**src/rtl/i2c_master_ctrl_pkg.sv**
```systemverilog
// Shared definitions for the memory-mapped I2C master: register offsets,
// CONTROL/STATUS bit positions and the transaction FSM encoding.
package i2c_master_ctrl_pkg;

  localparam logic [7:0] CTRL_OFFSET   = 8'h40;
  localparam logic [7:0] STATUS_OFFSET = 8'h44;
  localparam logic [7:0] DATA_OFFSET   = 8'h48;

  localparam int CTRL_START    = 0;
  localparam int CTRL_RW       = 1;
  localparam int CTRL_ADDR_LSB = 2;
  localparam int CTRL_ADDR_MSB = 8;

  localparam int STAT_BUSY = 0;
  localparam int STAT_DONE = 1;
  localparam int STAT_NACK = 2;

  typedef enum logic [2:0] {
    ST_IDLE,
    ST_START,
    ST_ADDR,
    ST_ADDR_ACK,
    ST_DATA,
    ST_DATA_ACK,
    ST_STOP
  } i2c_state_e;

  // Only address bits [3:2] select a register
  function automatic logic [1:0] reg_sel(input logic [7:0] offset);
    return offset[3:2];
  endfunction

endpackage

```
**src/rtl/i2c_master_ctrl_bit_timer.sv**
```systemverilog
// Quarter-bit phase generator: CLK_DIV system clocks per quarter, four
// quarters per bit; held at q0/count 0 whenever the master is idle.
module i2c_bit_timer #(
  parameter int CLK_DIV = 4
) (
  input  logic       clk,
  input  logic       reset,
  input  logic       en,
  output logic [1:0] quarter,
  output logic       quarter_end
);

  logic [7:0] cnt;

  assign quarter_end = en && (cnt == 8'(CLK_DIV - 1));

  always_ff @(posedge clk or posedge reset) begin
    if (reset) begin
      cnt     <= '0;
      quarter <= '0;
    end else if (!en) begin
      cnt     <= '0;
      quarter <= '0;
    end else if (quarter_end) begin
      cnt     <= '0;
      quarter <= quarter + 2'd1;
    end else begin
      cnt <= cnt + 8'd1;
    end
  end

endmodule

```
**src/rtl/i2c_master_ctrl.sv**
```systemverilog
// Single-byte I2C master with CONTROL/STATUS/DATA registers: one START,
// address+R/W, ACK, data byte, ACK, STOP sequence per launch.
module i2c_master_ctrl
  import i2c_master_ctrl_pkg::*;
#(
  parameter int CLK_DIV = 4
) (
  input  logic        clk,
  input  logic        reset,
  input  logic        i2c_en,
  input  logic        mem_read,
  input  logic [31:0] address,
  input  logic [31:0] write_data,
  output logic [31:0] read_data,
  output logic        scl,
  output logic        sda_oe,
  input  logic        sda_i
);

  i2c_state_e state, next_state;
  logic [6:0] slave_addr;
  logic       rw;
  logic [7:0] tx_byte, rx_byte, shift_reg;
  logic [2:0] bit_cnt;
  logic       done, nack;
  logic [1:0] quarter;
  logic       quarter_end;
  logic       busy, wr_ok, launch, bit_end, sample_pt, scl_bit;
  logic [1:0] sel;
  logic [7:0] addr_byte;
  logic       unused_bits;

  assign unused_bits = ^{address[31:4], address[1:0], write_data[31:9]};

  assign busy      = (state != ST_IDLE);
  assign sel       = address[3:2];
  assign wr_ok     = i2c_en && !busy;
  assign launch    = wr_ok && (sel == reg_sel(CTRL_OFFSET)) && write_data[CTRL_START];
  assign bit_end   = quarter_end && (quarter == 2'd3);
  assign sample_pt = quarter_end && (quarter == 2'd1);
  assign scl_bit   = quarter[0] ^ quarter[1];
  assign addr_byte = {slave_addr, rw};

  i2c_bit_timer #(.CLK_DIV(CLK_DIV)) u_timer (
    .clk         (clk),
    .reset       (reset),
    .en          (busy),
    .quarter     (quarter),
    .quarter_end (quarter_end)
  );

  always_ff @(posedge clk or posedge reset) begin
    if (reset) state <= ST_IDLE;
    else       state <= next_state;
  end

  // An address NACK is already latched by the q1 sample, so ADDR_ACK can branch at q3
  always_comb begin
    next_state = state;
    case (state)
      ST_IDLE:     if (launch) next_state = ST_START;
      ST_START:    if (bit_end) next_state = ST_ADDR;
      ST_ADDR:     if (bit_end && bit_cnt == 3'd0) next_state = ST_ADDR_ACK;
      ST_ADDR_ACK: if (bit_end) next_state = nack ? ST_STOP : ST_DATA;
      ST_DATA:     if (bit_end && bit_cnt == 3'd0) next_state = ST_DATA_ACK;
      ST_DATA_ACK: if (bit_end) next_state = ST_STOP;
      ST_STOP:     if (bit_end) next_state = ST_IDLE;
      default:     next_state = ST_IDLE;
    endcase
  end

  always_comb begin
    scl    = 1'b1;
    sda_oe = 1'b0;
    case (state)
      ST_START:    sda_oe = quarter[1];
      ST_ADDR: begin
        scl    = scl_bit;
        sda_oe = !addr_byte[bit_cnt];
      end
      ST_ADDR_ACK: scl = scl_bit;
      ST_DATA: begin
        scl    = scl_bit;
        sda_oe = !rw && !tx_byte[bit_cnt];
      end
      ST_DATA_ACK: scl = scl_bit;
      ST_STOP: begin
        scl    = (quarter != 2'd0);
        sda_oe = !quarter[1];
      end
      default: ;
    endcase
  end

  // bit_cnt wraps 0 -> 7 on its own, so it is ready for the next byte
  always_ff @(posedge clk or posedge reset) begin
    if (reset) begin
      slave_addr <= '0;
      rw         <= 1'b0;
      tx_byte    <= '0;
      rx_byte    <= '0;
      shift_reg  <= '0;
      bit_cnt    <= 3'd7;
      done       <= 1'b0;
      nack       <= 1'b0;
    end else begin
      if (wr_ok && sel == reg_sel(CTRL_OFFSET)) begin
        slave_addr <= write_data[CTRL_ADDR_MSB:CTRL_ADDR_LSB];
        rw         <= write_data[CTRL_RW];
      end
      if (launch) begin
        done <= 1'b0;
        nack <= 1'b0;
      end
      if (wr_ok && sel == reg_sel(DATA_OFFSET)) tx_byte <= write_data[7:0];
      if (bit_end && (state == ST_ADDR || state == ST_DATA)) bit_cnt <= bit_cnt - 3'd1;
      if (sample_pt) begin
        if (state == ST_ADDR_ACK && sda_i) nack <= 1'b1;
        if (state == ST_DATA && rw) shift_reg <= {shift_reg[6:0], sda_i};
        if (state == ST_DATA_ACK && !rw && sda_i) nack <= 1'b1;
      end
      if (bit_end && state == ST_DATA_ACK && rw) rx_byte <= shift_reg;
      if (bit_end && state == ST_STOP) done <= 1'b1;
    end
  end

  always_comb begin
    read_data = '0;
    if (mem_read) begin
      case (sel)
        reg_sel(CTRL_OFFSET):   read_data = {23'b0, slave_addr, rw, 1'b0};
        reg_sel(STATUS_OFFSET): begin
          read_data[STAT_BUSY] = busy;
          read_data[STAT_DONE] = done;
          read_data[STAT_NACK] = nack;
        end
        reg_sel(DATA_OFFSET):   read_data = {24'b0, rx_byte};
        default:                read_data = '0;
      endcase
    end
  end

endmodule

```
**config.mk**
```make
export PLATFORM = sky130hd
export DESIGN_NAME = i2c_master_ctrl
export DESIGN_NICKNAME = d
export VERILOG_FILES = /design/src/rtl/i2c_master_ctrl_pkg.sv /design/src/rtl/i2c_master_ctrl_bit_timer.sv /design/src/rtl/i2c_master_ctrl.sv
export SDC_FILE = /design/constraint.sdc
export NUM_CORES = 1
export LEC_CHECK = 0
export BUFFER_PORTS_ARGS = -buffer_cell sky130_fd_sc_hd__buf_2
export CELL_PAD_IN_SITES_DETAIL_PLACEMENT = 0
export CELL_PAD_IN_SITES_GLOBAL_PLACEMENT = 1
export CORE_UTILIZATION = 30
export CTS_BUF_LIST = sky130_fd_sc_hd__clkbuf_16
export CTS_CLUSTER_SIZE = 40
export DETAILED_ROUTE_END_ITERATION = 10
export PLACE_DENSITY_LB_ADDON = 0.1
export RECOVER_POWER = 100
export SLEW_MARGIN = 10
export SYNTH_ARGS = -nofsm -noshare
export SYNTH_HDL_FRONTEND = slang
export SYNTH_HIERARCHICAL = 1
export SYNTH_SLANG_ARGS = --single-unit
```
**constraint.sdc**
```tcl
create_clock -name clk -period 7 [get_ports clk]
set_clock_uncertainty 0.2 [all_clocks]
set_input_delay 1.4 -clock clk [delete_from_list [all_inputs] [get_ports clk]]
set_output_delay 1.4 -clock clk [all_outputs]
set_load 0.01 [all_outputs]
```
==> run_results.csv, run 1 <==
group,metric,value,unit
outcome,status,"finished, violations left",
outcome,violations,"capacitance limit, slew limit",
worst_hold_path,whs_path_depth,1,
cells_and_area,layout-drive-gt1-share,19.9,%
timing,tightest_slew,2260,ps
global_route,overflow,0,
cells_and_area,fillers,946,
floorplanning,core_area,8850,um^2
placement,place_congestion,0.704,
timing,min_period,4250,ps
yosys,yosysTopAreaCell,"dfrtp_1",
yosys,yosysWarnings,6,
global_route,grt_pass1_vias,1787,
timing,hold_violations,0,
yosys,synthTopCellsByArea,"dfrtp_1 42%, mux2_2 9.7%, buf_4 6.2%, mux2_4 4.3%, mux2i_1 3.6%",
global_route,grt_pass1_wl,9670,um
yosys,async_flop_share,100,%
timing,slew_headroom,-50.7,%
cts,cts_resized,0,
routing,via_count,1773,
cts,clkSinkCount,50,
worst_setup_path,reg2reg_setup_slack,3080,ps
yosys,synth_edf_count,0,
routing,wl_per_cell,14.8,um
cts,clk_path_buf_depth,2,
power_and_ir_drop,power,0.000562,W
floorplanning,start_util,31.5,%
yosys,seq_area_frac_synth,45.0,%
worst_setup_path,worst-setup-path-type,"input port to primary output",
cts,post_cts_buffers,0,
yosys,ys_types,45,
floorplanning,die_w,98.4,um
worst_setup_path,worstReg2RegEnd,"rx_byte[3]$_DFFE_PP0P_",
cts,clockRootBuffer,"clkbuf_16",
timing,setup_viol_count_final,0,
yosys,synth-seq-cells,50,
cts,cts_tree,"done",
cells_and_area,final_nets,346,
routing,drc,0,
run,maxCapViolCount,2,
worst_setup_path,critPathLaunch,"address[3]",
cells_and_area,diodes,0,
floorplanning,num_io_pins,103,
worst_setup_path,cp_top_family,"buffers and inverters",
cells_and_area,final_common_cell,"dfrtp_1",
yosys,syn_area,2790,um^2
floorplanning,die_h,98.4,um
yosys,synth_top_area_share,42.2,%
worst_hold_path,hold_end,"done$_DFFE_PP0P_",
worst_setup_path,cp-end-kind,"primary output",
power_and_ir_drop,leakage,1.45,nW
worst_hold_path,min_path_type,"register to register",
routing,drt_wl_total,5610,um
worst_setup_path,worstPathArrival,2650,ps
worst_setup_path,rr_worst_depth,7,
cells_and_area,area_growth,6.96,%
worst_setup_path,path_buf_inv,3,
yosys,syn_inst,247,
yosys,syn_avg_cell_area,11.3,um^2
routing,vias_per_cell,4.67,
cts,cts.htree.levels,2,
global_route,antenna_found_initial,0,
placement,port_buffers,26,
routing,postRouteAntennaNets,0,
cells_and_area,register_area,1250,um^2
worst_setup_path,cpPeakStageDelay,530,ps
yosys,yosys_most_used_dff,"dfrtp_1",
worst_setup_path,cp.required,5400,ps
worst_setup_path,start_kind,"input port",
cts,cts_buffers,5,
worst_hold_path,min_from,"done$_DFFE_PP0P_",
worst_setup_path,r2r_start,"state[2]$_DFFE_PP0P_",
routing,firstDrtPassIters,6,
cells_and_area,final_cell_mix,"47 x dfrtp_1, 23 x conb_1, 21 x mux2_2, 17 x buf_2, 15 x nand2_1",
timing,slew_violations,50,
floorplanning,rows,34,
timing,fmax,235,MHz
routing,first_iter_violations,71,
global_route,grtUsageTotal,13.0,%
cts,clk_latency,290,ps
placement,post-dp-hpwl,4120,um
timing,tns,0,ps
global_route,grt_max_degree,41,
cts,hold_buffers,0,
cells_and_area,multi_input_area,1280,um^2
timing,rsz0062_at_grt,"no",
worst_setup_path,worstPathCellList,"clkbuf_1, inv_1, nand3_1, o21ai_0, and2_0, buf_2",
floorplanning,floorplan.die_area,9680,um^2
cts,clkTransAtPathRegs,60,ps
power_and_ir_drop,worst_ir_drop_vdd,0.0815,mV
timing,fin_crit_sh,60.7,%
worst_setup_path,cp_slowest_cell,"clkbuf_1",
worst_setup_path,crit_fanout,13,
power_and_ir_drop,powerDensity,189,nW/um^2
-- synth_stat cells, types with 2 or more instances --
cell       n
dfrtp_1   47
mux2_2    24
buf_4     23
nand2_1   15
nor2_1    13
inv_1     12
mux2i_1   10
o21ai_0   10
mux2_4     8
nand3_1    8
a21oi_1    6
ha_1       6
or3_1      6
clkbuf_1   4
mux4_2     4
nand2b_1   4
xnor2_1    4
and2_1     3
buf_6      3
dfstp_2    3
nor3_1     3
a31oi_1    2
nand3b_1   2
nand4_1    2
nor2b_1    2
nor4b_1    2
or3b_2     2
xor2_1     2
-- worst max path at each step --
stage | cells after the start | end | slack (ps)
global route | 6 | read_data[0] | 2550
detailed placement | 6 | read_data[0] | 3050
CTS | 6 | read_data[0] | 3050
floorplan | 4 | read_data[2] | 3140
finish | 6 | read_data[0] | 2750
global placement | 6 | read_data[1] | 3050
-- layout make-up --
class                      instances  area share [%]
tap                              108            4.53
clock inverter                     3           0.546
sequential                        50            42.1
clock buffer                       5            4.20
timing repair buffer              27            4.11
inverter                          12            1.51
multi-input combinational        175            43.0
-- per-stage QoR --
stage / instance area [um^2] / hold WS (ps) / instances / worst slack (ps) / utilization (%)
after global placement: 2910 / 287 / 372 / 3050 / 32.9
final: 2980 / 302 / 380 / 2750 / 33.7
after CTS: 3050 / 304 / 380 / 3050 / 34.5
after floorplan: 2870 / 266 / 269 / 3140 / -
after detailed placement: 2910 / 289 / 372 / 3050 / 32.9
after global routing: 2980 / 330 / 380 / 2550 / 33.7
-- routing by layer --
metal	vias to the layer above	GRT usage, %	wire length [um]	share of wire (%)
met5	-	0	0	0
met4	0	5.17	70	1.2
met3	4	2.43	152	2.7
met2	29	20.4	2560	46
met1	879	17.7	2830	50
li1	861	-	-	-
-- kinds of logic after synthesis --
group / synth area share (%)
simple gates: 14.1
mux: 20.8
fa+ha+maj: 2.69
xor+xnor: 1.89
other cells: 0.135
buf+inv: 9.88
flops: 45.0
compound gates: 5.39
-- report_power, final --
group | total (W) | leakage [nW] | switching (W) | internal [W]
clock | 0.000236 | 0.0672 | 0.000106 | 0.000131
combinational | 0.0000308 | 0.714 | 0.0000206 | 0.0000102
sequential | 0.000295 | 0.669 | 0.00000341 | 0.000292
-- worst register-to-register path, cell delays in order, from the launching register on --
cell and delay, ps:
dfrtp_1 660, or3_1 390, inv_1 190, nor3_1 540, and2_0 350, nand2_1 140
nor3_1 930, mux2_2 420
Power figures use the tool's default switching activity.
==> run 2, diff against run 1 <==
ABC_AREA = 1   (was unset)
clock period = 4.2 ns   (was 7 ns; I/O delays follow)
==> run_results.csv, run 2 <==
group,metric,value,unit
outcome,status,"finished, violations left",
outcome,violations,"capacitance limit, slew limit",
yosys,synth_top_family_by_area,"simple AND/OR/NAND/NOR gates",
worst_setup_path,reg2reg_setup_slack,1140,ps
worst_setup_path,cp.required,3160,ps
yosys,seq_area_frac_synth,42.9,%
floorplanning,die_h,101,um
routing,wl_per_cell,12.4,um
yosys,synthMostInstantiatedCell,"nand2_1",
timing,fmax,312,MHz
global_route,grtUsageTotal,14.7,%
yosys,syn_inst,387,
cts,clk_path_buf_depth,2,
worst_setup_path,cp-endpoint,"read_data[1]",
timing,rsz0062_at_grt,"no",
yosys,yosys_most_used_dff,"dfrtp_1",
routing,vias_per_cell,4.30,
global_route,antenna_found_initial,0,
routing,drt_wl_total,6730,um
worst_setup_path,cp_slowest_cell,"nor2_1",
timing,hold_violations,0,
worst_setup_path,worst-setup-path-type,"input port to primary output",
timing,slew_headroom,-51.8,%
placement,dp_slack,1210,ps
yosys,synth_common_cells,"122 x nand2_1, 47 x dfrtp_1, 47 x inv_1",
cts,cts_buffers,5,
floorplanning,core_area,9330,um^2
cells_and_area,fillers,1084,
global_route,grt_pass1_vias,2271,
global_route,grt_max_degree,41,
cells_and_area,diodes,0,
worst_setup_path,rr_worst_depth,8,
cells_and_area,final_cell_mix,"124 x nand2_1, 48 x inv_1, 47 x dfrtp_1, 32 x o21ai_0, 28 x nand3_1",
power_and_ir_drop,p_sw_share,37.9,%
placement,post-dp-hpwl,5030,um
cells_and_area,instances_no_fill,543,
yosys,synth-seq-cells,50,
floorplanning,num_io_pins,103,
yosys,synthTopCellsByArea,"dfrtp_1 40%, nand2_1 16%, buf_4 6.2%, inv_1 6.0%, nand3_1 4.8%",
worst_hold_path,min_path_type,"register to register",
cts,cts_tree,"done",
worst_setup_path,crit_cells,7,
routing,first_iter_violations,75,
cts,clkTransAtPathRegs,70,ps
cts,post_cts_buffers,0,
yosys,yosysWarnings,6,
yosys,synthMuxAreaShare,0,%
power_and_ir_drop,power.net_switching,0.000652,W
global_route,grt_pass1_wl,11500,um
power_and_ir_drop,internal_power,0.00107,W
timing,fin_ws,991,ps
timing,tightest_slew,2280,ps
yosys,synth-xor-area-share,1.50,%
timing,fin_crit_sh,76.4,%
placement,place_congestion,0.818,
placement,port_buffers,26,
placement,dpl.cell_count,535,
worst_setup_path,start_kind,"input port",
cells_and_area,layout-drive-gt1-share,8.70,%
cells_and_area,area_growth,9.16,%
yosys,synth_top_area_share,40.2,%
yosys,yosys.area_share.simple,28.8,%
floorplanning,rows,35,
power_and_ir_drop,p_seq_share,41.9,%
floorplanning,floorplan.die_area,10100,um^2
power_and_ir_drop,worst_ir_drop_vdd,0.230,mV
worst_setup_path,path_buf_inv,4,
floorplanning,start_util,31.3,%
power_and_ir_drop,leakage,1.57,nW
yosys,yosysTopAreaCell,"dfrtp_1",
cts,cts_resized,0,
cts,hold_buffers,0,
power_and_ir_drop,share_comb_of_total_power,30.5,%
cts,clk_latency,290,ps
yosys,synth_edf_count,0,
cells_and_area,final_common_cell,"nand2_1",
run,maxCapViolCount,1,
worst_hold_path,min_from,"u_timer/cnt[0]$_DFF_PP0_",
yosys,synthAdderAreaFrac,2.57,%
power_and_ir_drop,power_frac_clock,27.7,%
cts,clkSinkCount,50,
yosys,async_flop_share,100,%
yosys,syn_area,2920,um^2
timing,setup_viol_count_final,0,
worst_setup_path,critPathLaunch,"address[3]",
worst_setup_path,worstReg2RegEnd,"rx_byte[6]$_DFFE_PP0P_",
routing,postRouteAntennaNets,0,
routing,drc,0,
worst_setup_path,cp-end-kind,"primary output",
worst_setup_path,crit_fanout,9,
cells_and_area,final_nets,488,
routing,via_count,2333,
cts,cts.htree.levels,2,
cts,clockRootBuffer,"clkbuf_16",
worst_setup_path,cp_top_family,"simple AND/OR/NAND/NOR gates",
floorplanning,die_w,101,um
power_and_ir_drop,powerDensity,538,nW/um^2
yosys,synth_compound_area_share,9.88,%
worst_setup_path,cpPeakStageDelay,490,ps
yosys,syn_avg_cell_area,7.56,um^2
routing,firstDrtPassIters,4,
timing,slew_violations,41,
worst_setup_path,worstPathCellList,"clkbuf_1, nor2_1, inv_1, o211ai_1, nand2_1, inv_1, clkbuf_1",
timing,min_period,3210,ps
yosys,ys_types,31,
timing,tns,0,ps
worst_setup_path,worstPathArrival,2170,ps
global_route,overflow,0,
worst_setup_path,r2r_start,"state[0]$_DFFE_PP0P_",
-- run 2: logic make-up after synthesis --
logic type,Yosys count
xor gates and xnor gates,5
and+or+nand+nor,191
DFF,50
AOI/OAI and AO/OA,54
adders and majority gates,6
buffers and inverters,80
other,1
-- run 2: layer usage --
layer  wire, um  part of all wire, %  global-route usage, %
met5          0                    0                      0
met4         38                 0.56                   3.68
met3        210                  3.1                   2.64
met2       3100                   46                   22.7
met1       3380                   50                   21.1
-- run 2: area by class of cell --
type	instances	area [um^2]	area share (%)
Multi-Input combinational cell	279	1300	40.8
Sequential cell	50	1250	39.3
Inverter	50	188	5.88
Tap cell	129	161	5.06
Clock buffer	5	125	3.92
Timing Repair Buffer	27	119	3.72
Clock inverter	3	42.5	1.33
-- run 2: worst min-delay path by stage --
stage / end / slack [ps] / cells past startpoint
after floorplan: u_timer/cnt[0]$_DFF_PP0_ / 250 / 1
after global placement: u_timer/cnt[0]$_DFF_PP0_ / 280 / 1
final: u_timer/cnt[0]$_DFF_PP0_ / 280 / 1
after global routing: shift_reg[7]$_DFFE_PP0P_ / 310 / 2
after CTS: u_timer/cnt[0]$_DFF_PP0_ / 290 / 1
after detailed placement: u_timer/cnt[0]$_DFF_PP0_ / 280 / 1
-- run 2: per-stage QoR --
stage	hold WS (ps)	total power [W]	utilization, %	area [um^2]
4_1_cts	287	0.00177	34.8	3250
3_5_place_dp	277	0.00129	33.0	3080
6_report	283	0.00172	34.2	3190
2_1_floorplan	251	0.00116	-	3010
5_1_grt	311	0.00187	34.2	3190
3_3_place_gp	275	0.00129	33.0	3080
-- run 2: power by group through the flow --
| stage | Combinational [W] | Clock [W] | Sequential (W) |
|---|---|---|---|
| floorplan | 0.000482 | 0 | 0.000682 |
| global placement | 0.000553 | 0 | 0.000737 |
| detailed placement | 0.000554 | 0 | 0.000734 |
| CTS | 0.000557 | 0.000490 | 0.000725 |
| global route | 0.000624 | 0.000504 | 0.000742 |
| finish | 0.000523 | 0.000475 | 0.000720 |
